$ cat src/rtl/rx_frame_decoder_if.sv
// rx_frame_decoder_if: byte input, message output and error-pulse bundle of the frame decoder.
// The master drives the received bytes and the ack; the slave is the decoder.
interface rx_frame_decoder_if #(
    parameter int MAX_BYTES = 10
);
    logic [7:0] byte_in;
    logic byte_valid;
    logic msg_ack;
    logic msg_valid;
    logic [7:0] msg_head;
    logic [7:0] msg_len;
    logic [8*MAX_BYTES-1:0] msg_data;
    logic busy;
    logic err_frame;
    logic err_overflow;
    logic err_timeout;
    logic err_overrun;
    modport master (
        output byte_in, byte_valid, msg_ack,
        input msg_valid, msg_head, msg_len, msg_data, busy,
        input err_frame, err_overflow, err_timeout, err_overrun
    );
    modport slave (
        input byte_in, byte_valid, msg_ack,
        output msg_valid, msg_head, msg_len, msg_data, busy,
        output err_frame, err_overflow, err_timeout, err_overrun
    );
endinterface

$ cat src/rtl/rx_frame_decoder.sv
// rx_frame_decoder: SYNC/ESC framed UART message decoder with held-valid/ack output register.
// Defining RX_FRAME_CHECKSUM_EN adds a mod-256 checksum byte between the payload and END.
module rx_frame_decoder #(
    parameter int MAX_BYTES = 10,
    parameter int TIMEOUT = 100,
    parameter int TOUT_W = 16,
    parameter logic [7:0] SP_SYNC = 8'h7E,
    parameter logic [7:0] SP_ESC = 8'hFE,
    parameter logic [7:0] SP_END = 8'h03
) (
    input logic ct_rxclk,
    input logic reset,
    rx_frame_decoder_if.slave bus
);
    localparam logic [7:0] MAX_N = 8'(MAX_BYTES);
    localparam logic [TOUT_W-1:0] TOUT_LIM = TOUT_W'(TIMEOUT);
`ifdef RX_FRAME_CHECKSUM_EN
    typedef enum logic [2:0] {IDLE, BCNT, BODY, CHK, TAIL} stateT;
    localparam stateT POST_BODY = CHK;
`else
    typedef enum logic [1:0] {IDLE, BCNT, BODY, TAIL} stateT;
    localparam stateT POST_BODY = TAIL;
`endif
    stateT state, stateNext;
    logic escFlag, escNext;
    logic [TOUT_W-1:0] toutCnt, toutNext;
    logic [7:0] rxCnt, rxNext;
    logic [7:0] nLen, nNext;
    logic [7:0] head, headNext;
    logic [8*MAX_BYTES-1:0] workBuf, bufNext;
    logic publish, errFrameNext, errOverflowNext, errTimeoutNext;
    logic isEsc, isSync, isEnd, expire;
    assign isEsc = !escFlag && bus.byte_in == SP_ESC;
    assign isSync = !escFlag && bus.byte_in == SP_SYNC;
    assign isEnd = !escFlag && bus.byte_in == SP_END;
    // A byte arriving on the expiry cycle takes priority over the timeout.
    assign expire = state != IDLE && !bus.byte_valid && toutCnt == TOUT_LIM;
    assign bus.busy = state != IDLE || escFlag;
`ifdef RX_FRAME_CHECKSUM_EN
    logic [7:0] sum;
    logic sumOk;
    assign sumOk = 8'(sum + bus.byte_in) == 8'd0;
    always_ff @(posedge ct_rxclk or negedge reset) begin
        if (!reset)
            sum <= '0;
        else if (bus.byte_valid && !isEsc)
            sum <= isSync ? 8'd0 : (state == BCNT || state == BODY) ? sum + bus.byte_in : sum;
    end
`endif
    always_comb begin
        stateNext = state;
        escNext = escFlag;
        toutNext = (bus.byte_valid || state == IDLE) ? '0 : toutCnt + 1'b1;
        rxNext = rxCnt;
        nNext = nLen;
        headNext = head;
        bufNext = workBuf;
        publish = 1'b0;
        errFrameNext = 1'b0;
        errOverflowNext = 1'b0;
        errTimeoutNext = 1'b0;
        if (expire) begin
            stateNext = IDLE;
            escNext = 1'b0;
            toutNext = '0;
            errTimeoutNext = 1'b1;
        end else if (bus.byte_valid && isEsc) begin
            escNext = state != IDLE;
        end else if (bus.byte_valid && isSync) begin
            stateNext = BCNT;
            headNext = bus.byte_in;
            bufNext = '0;
            rxNext = '0;
        end else if (bus.byte_valid) begin
            escNext = 1'b0;
            case (state)
                BCNT: begin
                    nNext = bus.byte_in;
                    rxNext = '0;
                    errOverflowNext = bus.byte_in > MAX_N;
                    stateNext = bus.byte_in > MAX_N ? IDLE : bus.byte_in == 8'd0 ? POST_BODY : BODY;
                end
                BODY: begin
                    bufNext[8*rxCnt +: 8] = bus.byte_in;
                    rxNext = rxCnt + 8'd1;
                    stateNext = rxNext == nLen ? POST_BODY : BODY;
                end
`ifdef RX_FRAME_CHECKSUM_EN
                CHK: begin
                    errFrameNext = !sumOk;
                    stateNext = sumOk ? TAIL : IDLE;
                end
`endif
                TAIL: begin
                    publish = isEnd;
                    errFrameNext = !isEnd;
                    stateNext = IDLE;
                end
                default: ;
            endcase
        end
    end
    always_ff @(posedge ct_rxclk or negedge reset) begin
        if (!reset) begin
            state <= IDLE;
            escFlag <= 1'b0;
            toutCnt <= '0;
            rxCnt <= '0;
            nLen <= '0;
            head <= '0;
            workBuf <= '0;
            bus.msg_valid <= 1'b0;
            bus.msg_head <= '0;
            bus.msg_len <= '0;
            bus.msg_data <= '0;
            bus.err_frame <= 1'b0;
            bus.err_overflow <= 1'b0;
            bus.err_timeout <= 1'b0;
            bus.err_overrun <= 1'b0;
        end else begin
            state <= stateNext;
            escFlag <= escNext;
            toutCnt <= toutNext;
            rxCnt <= rxNext;
            nLen <= nNext;
            head <= headNext;
            workBuf <= bufNext;
            bus.err_frame <= errFrameNext;
            bus.err_overflow <= errOverflowNext;
            bus.err_timeout <= errTimeoutNext;
            bus.err_overrun <= publish && bus.msg_valid && !bus.msg_ack;
            if (publish) begin
                bus.msg_valid <= 1'b1;
                bus.msg_head <= head;
                bus.msg_len <= nLen;
                bus.msg_data <= workBuf;
            end else if (bus.msg_ack) begin
                bus.msg_valid <= 1'b0;
            end
        end
    end
endmodule

$ cat src/flat_wrapper.sv
// flat-port wrapper written by rule: the top's interface ports become plain ports
module rx_frame_decoder_flat 
#(
    parameter int MAX_BYTES = 10,
    parameter int TIMEOUT = 100,
    parameter int TOUT_W = 16,
    parameter logic [7:0] SP_SYNC = 8'h7E,
    parameter logic [7:0] SP_ESC = 8'hFE,
    parameter logic [7:0] SP_END = 8'h03
)
  (ct_rxclk, reset, bus_byte_in, bus_byte_valid, bus_msg_ack, bus_msg_valid, bus_msg_head, bus_msg_len, bus_msg_data, bus_busy, bus_err_frame, bus_err_overflow, bus_err_timeout, bus_err_overrun);
  rx_frame_decoder_if #(.MAX_BYTES(MAX_BYTES)) bus_i ();
  input logic ct_rxclk;
  input logic reset;
  input wire logic [$bits(bus_i.byte_in)-1:0] bus_byte_in;
  input wire logic [$bits(bus_i.byte_valid)-1:0] bus_byte_valid;
  input wire logic [$bits(bus_i.msg_ack)-1:0] bus_msg_ack;
  output wire logic [$bits(bus_i.msg_valid)-1:0] bus_msg_valid;
  output wire logic [$bits(bus_i.msg_head)-1:0] bus_msg_head;
  output wire logic [$bits(bus_i.msg_len)-1:0] bus_msg_len;
  output wire logic [$bits(bus_i.msg_data)-1:0] bus_msg_data;
  output wire logic [$bits(bus_i.busy)-1:0] bus_busy;
  output wire logic [$bits(bus_i.err_frame)-1:0] bus_err_frame;
  output wire logic [$bits(bus_i.err_overflow)-1:0] bus_err_overflow;
  output wire logic [$bits(bus_i.err_timeout)-1:0] bus_err_timeout;
  output wire logic [$bits(bus_i.err_overrun)-1:0] bus_err_overrun;
  assign bus_i.byte_in = bus_byte_in;
  assign bus_i.byte_valid = bus_byte_valid;
  assign bus_i.msg_ack = bus_msg_ack;
  assign bus_msg_valid = bus_i.msg_valid;
  assign bus_msg_head = bus_i.msg_head;
  assign bus_msg_len = bus_i.msg_len;
  assign bus_msg_data = bus_i.msg_data;
  assign bus_busy = bus_i.busy;
  assign bus_err_frame = bus_i.err_frame;
  assign bus_err_overflow = bus_i.err_overflow;
  assign bus_err_timeout = bus_i.err_timeout;
  assign bus_err_overrun = bus_i.err_overrun;
  rx_frame_decoder #(.MAX_BYTES(MAX_BYTES), .TIMEOUT(TIMEOUT), .TOUT_W(TOUT_W), .SP_SYNC(SP_SYNC), .SP_ESC(SP_ESC), .SP_END(SP_END)) u_core (.ct_rxclk(ct_rxclk), .reset(reset), .bus(bus_i));
endmodule
$ cat config.mk
export PLATFORM = sky130hd
export DESIGN_NAME = rx_frame_decoder_flat
export DESIGN_NICKNAME = d
export VERILOG_FILES = /design/src/rtl/rx_frame_decoder_if.sv /design/src/rtl/rx_frame_decoder.sv /design/src/flat_wrapper.sv
export SDC_FILE = /design/constraint.sdc
export NUM_CORES = 1
export LEC_CHECK = 0
export BUFFER_PORTS_ARGS = -buffer_cell sky130_fd_sc_hd__buf_2
export CORE_AREA = 5 5 188 190
export DETAILED_ROUTE_END_ITERATION = 7
export DIE_AREA = 0 0 193 195
export GPL_TIMING_DRIVEN = 0
export PLACE_DENSITY = 0.54
export SKIP_LAST_GASP = 1
export SYNTH_ARGS = -nofsm -noshare
export SYNTH_HDL_FRONTEND = slang
export SYNTH_SLANG_ARGS = --single-unit
$ cat constraint.sdc
create_clock -name ct_rxclk -period 4.6 [get_ports ct_rxclk]
set_input_delay 0.92 -clock ct_rxclk [delete_from_list [all_inputs] [get_ports ct_rxclk]]
set_output_delay 0.92 -clock ct_rxclk [all_outputs]
set_load 0.05 [all_outputs]
==> results of run 1 <==
==> cell usage in the layout (no fill, tap or decap), drive strengths merged, types with 16 or more instances in the layout <==
cell       n
buf      141
clkbuf    59
dfrtp    224
mux2     106
mux2i     48
nand2     45
nand3     32
nor2      82
o2bb2ai   16
==> worst max-delay path: cells and delay by family (launching register included) <==
kind | cells | cell delay, ps
buffers and inverters | 1 | 180
multiplexers | 1 | 260
flip-flops | 1 | 380
AND/OR/NAND/NOR | 5 | 2010
adder cells (fa/ha/maj) | 1 | 210
AO/OA/AOI/OAI | 2 | 770
==> report_power, final <==
group | switching (mW) | internal [mW]
logic | 0.542 | 0.295
registers | 0.0780 | 2.07
clock network | 0.819 | 1.31
==> sequential cells by signal (all words and copies together), names as in the netlist, 2 cells and up <==
signal and flops:
u_core.workBuf 80, u_core.bus.msg_len 8, u_core.toutCnt 16, u_core.head 8
u_core.bus.msg_data 80, u_core.rxCnt 8, u_core.nLen 8, u_core.bus.msg_head 8
u_core.state 2
==> area by class of cell <==
class	count	area share, %
Clock buffer	39	6.68
Clock inverter	7	0.794
Buffer	47	2.35
Timing Repair Buffer	114	5.22
Sequential cell	224	46.8
Multi-Input combinational cell	523	33.1
Tap cell	448	4.68
Inverter	12	0.376
==> cell usage after synthesis (8+ instances only) <==
cell         n
o2bb2ai_1   16
ha_1         9
xor2_1      14
mux2_2     106
buf_4        9
a22o_1       8
dfrtp_1    224
inv_1       12
nand2_1     45
mux2i_1     48
o21ai_0     14
nor2_1      81
or2_2        9
buf_2        9
xnor2_1     12
nand3_1     32
and3_1      13
clkbuf_1    20
nor3_1      12
and2_1       8
==> cells by family after synthesis <==
kind of cell / synth area share, %
compound gates: 5.84
xor+xnor: 2.30
fa+ha+maj: 1.24
buf+inv: 3.30
flops: 56.6
mux: 16.9
simple gates: 13.8
==> path summary, 6_finish.rpt <==
| check | startpoint | endpoint | slack (ps) | cells after the start |
|---|---|---|---|---|
| setup / recovery | u_core.rxCnt[0]$_DFFE_PN0P_ | u_core.workBuf[19]$_DFFE_PN0P_ | 620 | 10 |
| hold / removal | reset | u_core.bus.msg_valid$_DFFE_PN0P_ | 290 | 1 |
| setup reg to reg | u_core.rxCnt[0]$_DFFE_PN0P_ | u_core.workBuf[19]$_DFFE_PN0P_ | 620 | 10 |
| hold reg to reg | u_core.head[2]$_DFFE_PN0P_ | u_core.head[2]$_DFFE_PN0P_ | 460 | 1 |
| max in group asynchronous | reset | u_core.bus.msg_head[7]$_DFFE_PN0P_ | 3080 | 3 |
| min in group ct_rxclk | u_core.head[2]$_DFFE_PN0P_ | u_core.head[2]$_DFFE_PN0P_ | 460 | 1 |
==> metal layers <==
| metal | share of wire [%] | vias to the layer above | global-route usage [%] | wire [µm] |
|---|---|---|---|---|
| li1 | - | 3141 | - | - |
| met3 | 5.0 | 41 | 2.45 | 1300 |
| met4 | 2.3 | 4 | 3.38 | 610 |
| met1 | 48 | 3359 | 20.1 | 12400 |
| met5 | 0.073 | - | 0 | 19 |
| met2 | 45 | 163 | 21.0 | 11700 |
==> metrics by stage <==
stage               TNS (ps)  hold WS, ps  area [µm²]  power (mW)
floorplan                  0          433        9900        2.74
global placement     -334130          448       11000        2.99
detailed placement         0          448       11100        3.02
CTS                        0          285       12000        5.19
global route               0          302       12000        5.36
finish                     0          290       12000        5.11
==> impl_metrics.toml, run 1 <==
[outcome]
status = "completed"

[sta]
fmax_ghz = 0.251
slew_violations = 0
fin_crit_sh_pct = 86.5
slew_headroom_pct = 39.1
final_hold_viol_count = 0
worstMarginPinSlew_ps = 907
setup_ws_ps = 621
rsz0062_at_grt = "no"
fin_crit_ps = 3980
clock-skew-final_ps = 19.8
finalSetupViolCount = 0

[drt]
num_vias = 6708
drt_iter0_drc = 377
first_pass_iters = 4
antenna_left = 0
avgViaCountPerCell = 4.74
drc = 0
post_drt_wl_per_cell_um = 18.4
finalWirelength_um = 26000

[setup_path]
crit_fanout = 9
cp_cell_sequence = "buf_2 -> or4_4 -> nor4_1 -> ha_1 -> nand2b_1 -> a2111oi_1 -> a22oi_2 -> nor4_4 -> mux2i_1 -> nor2_1"
cp_data_required_time_ps = 4980
path_class = "register to register"
crit_arrival_ps = 4360
cp-start-kind = "register"
crit_slowest_cell = "nor4_4"
slowest_delay_ps = 850
crit_path_end_kind = "register"

[floorplanning]
core-area_mm2 = 0.0333
die_x_um = 193
die_y_um = 195
num_rows = 67
die_area_mm2 = 0.0376
start_util_pct = 29.7
io_pins = 114

[synthesis]
ys_types = 67
synth_warnings = 0
synth_area_mm2 = 0.00990
synthesis.instances = 806
avgSynthCellArea_um2 = 12.3
synth-seq-cells = 224
synthArstFlopShare_pct = 100
synth-edff-count = 0
yosysSeqAreaShare_pct = 56.6
synthesis.nets = 827
ys.flop_type = "dfrtp_1"
synth_top_cell_area_share_pct = 56.6
synthTopCellsByArea = "dfrtp_1 57%, mux2_2 12%, mux2i_1 4.9%"
synth_top_cell_by_area = "dfrtp_1"

[clocking]
cts_tree = "yes"
cts-root-buf = "clkbuf_16"
cts.reportedPaths.clkPinSlew_ps = 60
cts_sinks = 224
htree_levels = 1
cts_hold_buffers = 0
cts_resized = 0
clock_latency_ps = 530
cts_buffers = 26
clock_path_buffers = 3
cts_setup_buffers = 0

[global_route]
antenna_found_initial = 2
grt_first_pass_wirelength_um = 40900
grt_max_degree = 96
grt_overflow_total = 0
first_global_vias = 6878
grt_use_total_pct = 13.7

[placed_design]
place_ws_ps = 640
dpl.hpwl_um = 18400
port_buffers = 112
place.gp.congestion = 0.828
dp.cells = 1368

[cells_and_area]
post-route-util_pct = 36.0
antenna_cells = 0
fill_cells = 3345
ff_latch_area_mm2 = 0.00561
fin_nets = 969
stdcell_count = 1414
drive_gt1_share_pct = 32.5
area_delta_synth_final_pct = 21.0
multiInputGateArea_mm2 = 0.00397

[power_and_ir_drop]
p_per_area_mw_per_mm2 = 426
leakage_nw = 5.85
vdd_ir_drop_max_v = 0.000256

[worst_hold_path]
hold_class = "input port to asynchronous set/reset pin"

[job]
cap_viol_max_count = 0
No activity file was read; power rests on OpenSTA's default activity.
==> run 2: changes to the inputs <==
--- a/config.mk
+++ b/config.mk
@@ -6,11 +6,12 @@
 export NUM_CORES = 1
 export LEC_CHECK = 0
 export BUFFER_PORTS_ARGS = -buffer_cell sky130_fd_sc_hd__buf_2
-export CORE_AREA = 5 5 188 190
+export CORE_AREA = 5 5 164 166
+export CTS_CLUSTER_SIZE = 14
 export DETAILED_ROUTE_END_ITERATION = 7
-export DIE_AREA = 0 0 193 195
+export DIE_AREA = 0 0 169 171
 export GPL_TIMING_DRIVEN = 0
-export PLACE_DENSITY = 0.54
+export PLACE_DENSITY = 0.66
 export SKIP_LAST_GASP = 1
 export SYNTH_ARGS = -nofsm -noshare
 export SYNTH_HDL_FRONTEND = slang
==> run 2 against run 1 <==
Effect of this change: sequential cell count did not move; first-iteration DRC count rose by 56%; via count rose by 0.70%; register-to-register slack improved by 30 ps; cell count fell by 8.2%; largest cell class unchanged.
==> impl_metrics.toml, run 2 (synthesis results as in run 1) <==
[setup_path]
crit_slowest_cell = "nor4_4"
path_class = "register to register"
cp-start-kind = "register"
crit_arrival_ps = 4330
cp_data_required_time_ps = 4980
crit_fanout = 9
cp_cell_sequence = "buf_2 -> or4_4 -> nor4_1 -> ha_1 -> nand2b_1 -> a2111oi_1 -> a22oi_2 -> nor4_4 -> mux2i_1 -> nor2_1"
slowest_delay_ps = 820
crit_path_end_kind = "register"

[clocking]
htree_levels = 1
cts_setup_buffers = 0
clock_path_buffers = 3
cts_sinks = 224
cts-root-buf = "clkbuf_16"
cts.reportedPaths.clkPinSlew_ps = 60
cts_buffers = 24
cts_resized = 0
cts_hold_buffers = 0
clock_latency_ps = 510
cts_tree = "yes"

[sta]
fin_crit_ps = 3940
slew_headroom_pct = 42.1
worstMarginPinSlew_ps = 861
setup_ws_ps = 656
final_hold_viol_count = 0
rsz0062_at_grt = "no"
clock-skew-final_ps = 10.1
finalSetupViolCount = 0
fin_crit_sh_pct = 85.7
fmax_ghz = 0.254
slew_violations = 0

[cells_and_area]
ff_latch_area_mm2 = 0.00561
fill_cells = 2359
fin_nets = 967
multiInputGateArea_mm2 = 0.00397
post-route-util_pct = 46.1
antenna_cells = 0
area_delta_synth_final_pct = 18.6
final_common_cell = "dfrtp_1"
drive_gt1_share_pct = 32.4
largestRegisters = "u_core.bus.msg_data x80, u_core.workBuf x80, u_core.toutCnt x16"
final_cell_mix = "224 x dfrtp_1, 120 x buf_2, 106 x mux2_2"

[drt]
num_vias = 6755
m1WireLength_um = 11000
finalWirelength_um = 24000
first_pass_iters = 5
drc = 0
wl_met3_um = 1520
drt_iter0_drc = 588
highest_layer = "met5"
antenna_left = 0
avgViaCountPerCell = 5.20
post_drt_wl_per_cell_um = 18.5
wl_met2_um = 11000

[floorplanning]
io_pins = 114
start_util_pct = 38.9
die_y_um = 171
core-area_mm2 = 0.0255
num_rows = 59
die_area_mm2 = 0.0289
die_x_um = 169

[placed_design]
dpl.hpwl_um = 16800
port_buffers = 112
place_ws_ps = 649
place.gp.congestion = 0.895

[power_and_ir_drop]
p_per_area_mw_per_mm2 = 416
vdd_ir_drop_max_v = 0.000250
leakage_nw = 5.81

[global_route]
grt_max_degree = 121
grt_overflow_total = 0
grt_use_total_pct = 16.4
grt_first_pass_wirelength_um = 38100
antenna_found_initial = 1
first_global_vias = 6747

[outcome]
status = "completed"

[job]
cap_viol_max_count = 0

[worst_hold_path]
hold_class = "input port to asynchronous set/reset pin"
## run 2: changes by cell type in the layout (fill, tap and decap cells not counted)
| cell | delta |
|---|---|
| clkinvlp_4 | -1 |
| clkbuf_8 | -2 |
| clkbuf_16 | -2 |
| inv_6 | -1 |
| clkbuf_1 | -1 |
| clkinv_4 | +1 |
| clkinv_2 | +4 |
| bufinv_16 | -1 |
## run 2: path summary, 6_finish.rpt
check / start / to / slack, ps / cells past startpoint
min: reset / u_core.bus.err_overrun$_DFF_PN0_ / 180 / 1
min in group ct_rxclk: u_core.head[3]$_DFFE_PN0P_ / u_core.head[3]$_DFFE_PN0P_ / 470 / 1
max reg2reg: u_core.rxCnt[0]$_DFFE_PN0P_ / u_core.workBuf[18]$_DFFE_PN0P_ / 660 / 10
min reg2reg: u_core.head[3]$_DFFE_PN0P_ / u_core.head[3]$_DFFE_PN0P_ / 470 / 1
max: u_core.rxCnt[0]$_DFFE_PN0P_ / u_core.workBuf[18]$_DFFE_PN0P_ / 660 / 10
max in group asynchronous: reset / u_core.workBuf[63]$_DFFE_PN0P_ / 3200 / 3
## run 2: final cells by class
cell class	instances	area share, %
clock inverters	9	0.661
plain buffers	47	2.40
repair buffers	114	5.33
multi-input cells	523	33.8
clock buffers	34	6.13
inverters	12	0.384
well taps	335	3.57
flip-flops and latches	224	47.7
## run 2: metal layers
layer	track usage [%]	vias to the layer above
met5	0	-
met4	3.36	2
met3	3.79	41
met2	25.8	180
met1	23.5	3388
li1	-	3144
## run 2: critical path: cells and delay by family (launching register included)
kind                     cells  cell delay, ps
AO/OA/AOI/OAI                2             750
multiplexers                 1             300
buffers and inverters        1             180
adder cells (fa/ha/maj)      1             210
AND/OR/NAND/NOR              5            1990
flip-flops                   1             380
## run 2: where the power goes
part	total [mW]	internal (mW)	switching, mW
sequential	2.14	2.07	0.0736
clock	1.92	1.14	0.776
combinational	0.823	0.295	0.528
total	4.88	3.51	1.38
## run 2: metrics by stage
step	cell area, µm²	TNS (ps)	std cells	power [mW]	hold WS (ps)
final	11700	0	1298	4.88	183
after global routing	11700	0	1298	5.11	168
after CTS	11700	0	1298	4.92	167
after detailed placement	10900	0	1255	3.00	452
after global placement	10900	-292520	1253	2.97	447
after floorplan	9900	0	806	2.74	433
==> run 3: changes to the inputs <==
==> constraint.sdc (replaced) <==
create_clock -name ct_rxclk -period 3.93 [get_ports ct_rxclk]
set_input_delay 0.786 -clock ct_rxclk [delete_from_list [all_inputs] [get_ports ct_rxclk]]
set_output_delay 0.786 -clock ct_rxclk [all_outputs]
set_load 0.05 [all_outputs]
==> run 3 against run 2 <==
Effect of this change: sequential power grew 17%; clock skew up 1.5 ps; register-to-register slack got worse by 340 ps; largest cell class unchanged; largest power group unchanged.
==> impl_metrics.toml, run 3 (synthesis results as in run 1) <==
[floorplanning]
core-area_mm2 = 0.0255
die_area_mm2 = 0.0289
die_y_um = 171
start_util_pct = 38.9
die_x_um = 169
num_rows = 59
io_pins = 114

[setup_path]
crit_path_end_kind = "register"
critical_path.top_delay_family = "simple AND/OR/NAND/NOR gates"
reg2reg_depth = 10
crit_arrival_ps = 4050
cp_data_required_time_ps = 4360
r2r-end = "u_core.workBuf[78]$_DFFE_PN0P_"
crit_slowest_cell = "or4_4"
critPathLaunch = "u_core.rxCnt[0]$_DFFE_PN0P_"
slowest_delay_ps = 570
cp_num_buf_inv = 2
crit_cells = 10
cp_cell_sequence = "buf_2 -> or4_4 -> nor4_2 -> ha_1 -> nand2b_1 -> a2111oi_1 -> a22oi_2 -> or4_1 -> clkbuf_1 -> o2bb2ai_1"
cp-start-kind = "register"
reg2reg_from = "u_core.rxCnt[0]$_DFFE_PN0P_"
path_class = "register to register"
timing.critical_path.to = "u_core.workBuf[78]$_DFFE_PN0P_"
crit_fanout = 9
rrSetupSlack_ps = 310

[cells_and_area]
largestRegisters = "u_core.bus.msg_data x80, u_core.workBuf x80, u_core.toutCnt x16"
antenna_cells = 0
area_delta_synth_final_pct = 19.1
post-route-util_pct = 46.3
final_cell_mix = "224 x dfrtp_1, 120 x buf_2, 106 x mux2_2"
drive_gt1_share_pct = 32.6
final_common_cell = "dfrtp_1"
fin_nets = 969

[global_route]
first_global_vias = 6747
use_met3_pct = 3.79
grt_use_total_pct = 16.4
use_met1_pct = 23.5
busiest_layer = "met2"
grt_max_degree = 121
use_met2_pct = 25.8
grt_overflow_total = 0
antenna_found_initial = 1
grt_first_pass_wirelength_um = 38100

[clocking]
clock_path_buffers = 3
cts_hold_buffers = 0
cts.reportedPaths.clkPinSlew_ps = 60
htree_levels = 1
cts-root-buf = "clkbuf_16"
cts_buffers = 24
cts_sinks = 224
cts_tree = "yes"
clock_latency_ps = 510

[power_and_ir_drop]
leakage_nw = 5.84
vdd_ir_drop_max_v = 0.000292
p_per_area_mw_per_mm2 = 484
seqPwrFrac_pct = 43.8
p_clk_share_pct = 39.3
intPower_mw = 4.10
switching_share_pct = 28.2
combinationalPowerShare_pct = 16.8
p_switching_mw = 1.61

[sta]
clock-skew-final_ps = 11.6
fin_crit_sh_pct = 92.0
fin_crit_ps = 3620
slew_headroom_pct = 41.8
finalSetupViolCount = 0
slew_violations = 0
worstMarginPinSlew_ps = 866
final_hold_viol_count = 0
rsz0062_at_grt = "no"
tns_ps = 0
fmax_ghz = 0.276

[drt]
finalWirelength_um = 24000
post_drt_wl_per_cell_um = 18.5
drc = 0
num_vias = 6791
first_pass_iters = 5
drt_iter0_drc = 508
avgViaCountPerCell = 5.22
antenna_left = 0

[placed_design]
place.gp.congestion = 0.895
dpl.hpwl_um = 16800
port_buffers = 112

[outcome]
status = "completed"

[job]
cap_viol_max_count = 0

[worst_hold_path]
hold_class = "input port to asynchronous set/reset pin"
-- run 3: layout make-up --
cell class / count / area [µm²]
Inverter: 12 / 45.0
Tap cell: 335 / 419
Multi-Input combinational cell: 523 / 3980
Clock inverter: 9 / 77.6
Timing Repair Buffer: 116 / 666
Buffer: 47 / 282
Clock buffer: 34 / 719
Sequential cell: 224 / 5610
Fill cell: 2350 / 13700
-- run 3: worst min-delay path by stage --
| stage | start | end | slack (ps) | cells after the start |
|---|---|---|---|---|
| 2_1_floorplan | u_core.head[1]$_DFFE_PN0P_ | u_core.head[1]$_DFFE_PN0P_ | 430 | 1 |
| 4_1_cts | reset | u_core.bus.msg_valid$_DFFE_PN0P_ | 30 | 1 |
| 5_1_grt | reset | u_core.bus.msg_valid$_DFFE_PN0P_ | 30 | 1 |
| 6_report | reset | u_core.bus.err_overrun$_DFF_PN0_ | 50 | 1 |
| 3_3_place_gp | u_core.head[4]$_DFFE_PN0P_ | u_core.head[4]$_DFFE_PN0P_ | 450 | 1 |
| 3_5_place_dp | u_core.head[2]$_DFFE_PN0P_ | u_core.head[2]$_DFFE_PN0P_ | 450 | 1 |
-- run 3: repair_timing --
action / CTS / global route
setup endpoints to repair: 1 / 29
pin swaps: 1 / 2
resized for setup: 0 / 2
buffers inserted: 0 / 2
-- run 3: power by group through the flow --
| stage | combinational, mW | sequential (mW) | clock [mW] |
|---|---|---|---|
| detailed placement | 0.957 | 2.55 | 0 |
| CTS | 0.963 | 2.51 | 2.29 |
| global placement | 0.934 | 2.54 | 0 |
| global route | 1.07 | 2.52 | 2.39 |
| finish | 0.962 | 2.50 | 2.25 |
| floorplan | 0.666 | 2.54 | 0 |
-- run 3: per-layer routing --
layer	routed length, µm	share of wire, %
met1	10800	45
met2	11100	46
met3	1720	7.2
met4	437	1.8
met5	7	0.029
-- run 3: stage by stage --
stage                     setup slack, ps  instance area [µm²]  power, mW  instances  hold WS (ps)
after floorplan                       625                 9900       3.20        806           433
after global placement              -1870                10900       3.48       1253           447
after detailed placement            -20.6                10900       3.51       1255           452
after CTS                            16.7                11700       5.76       1298          33.1
after global routing                  126                11800       5.98       1300          33.9
final                                 313                11800       5.71       1300          48.7
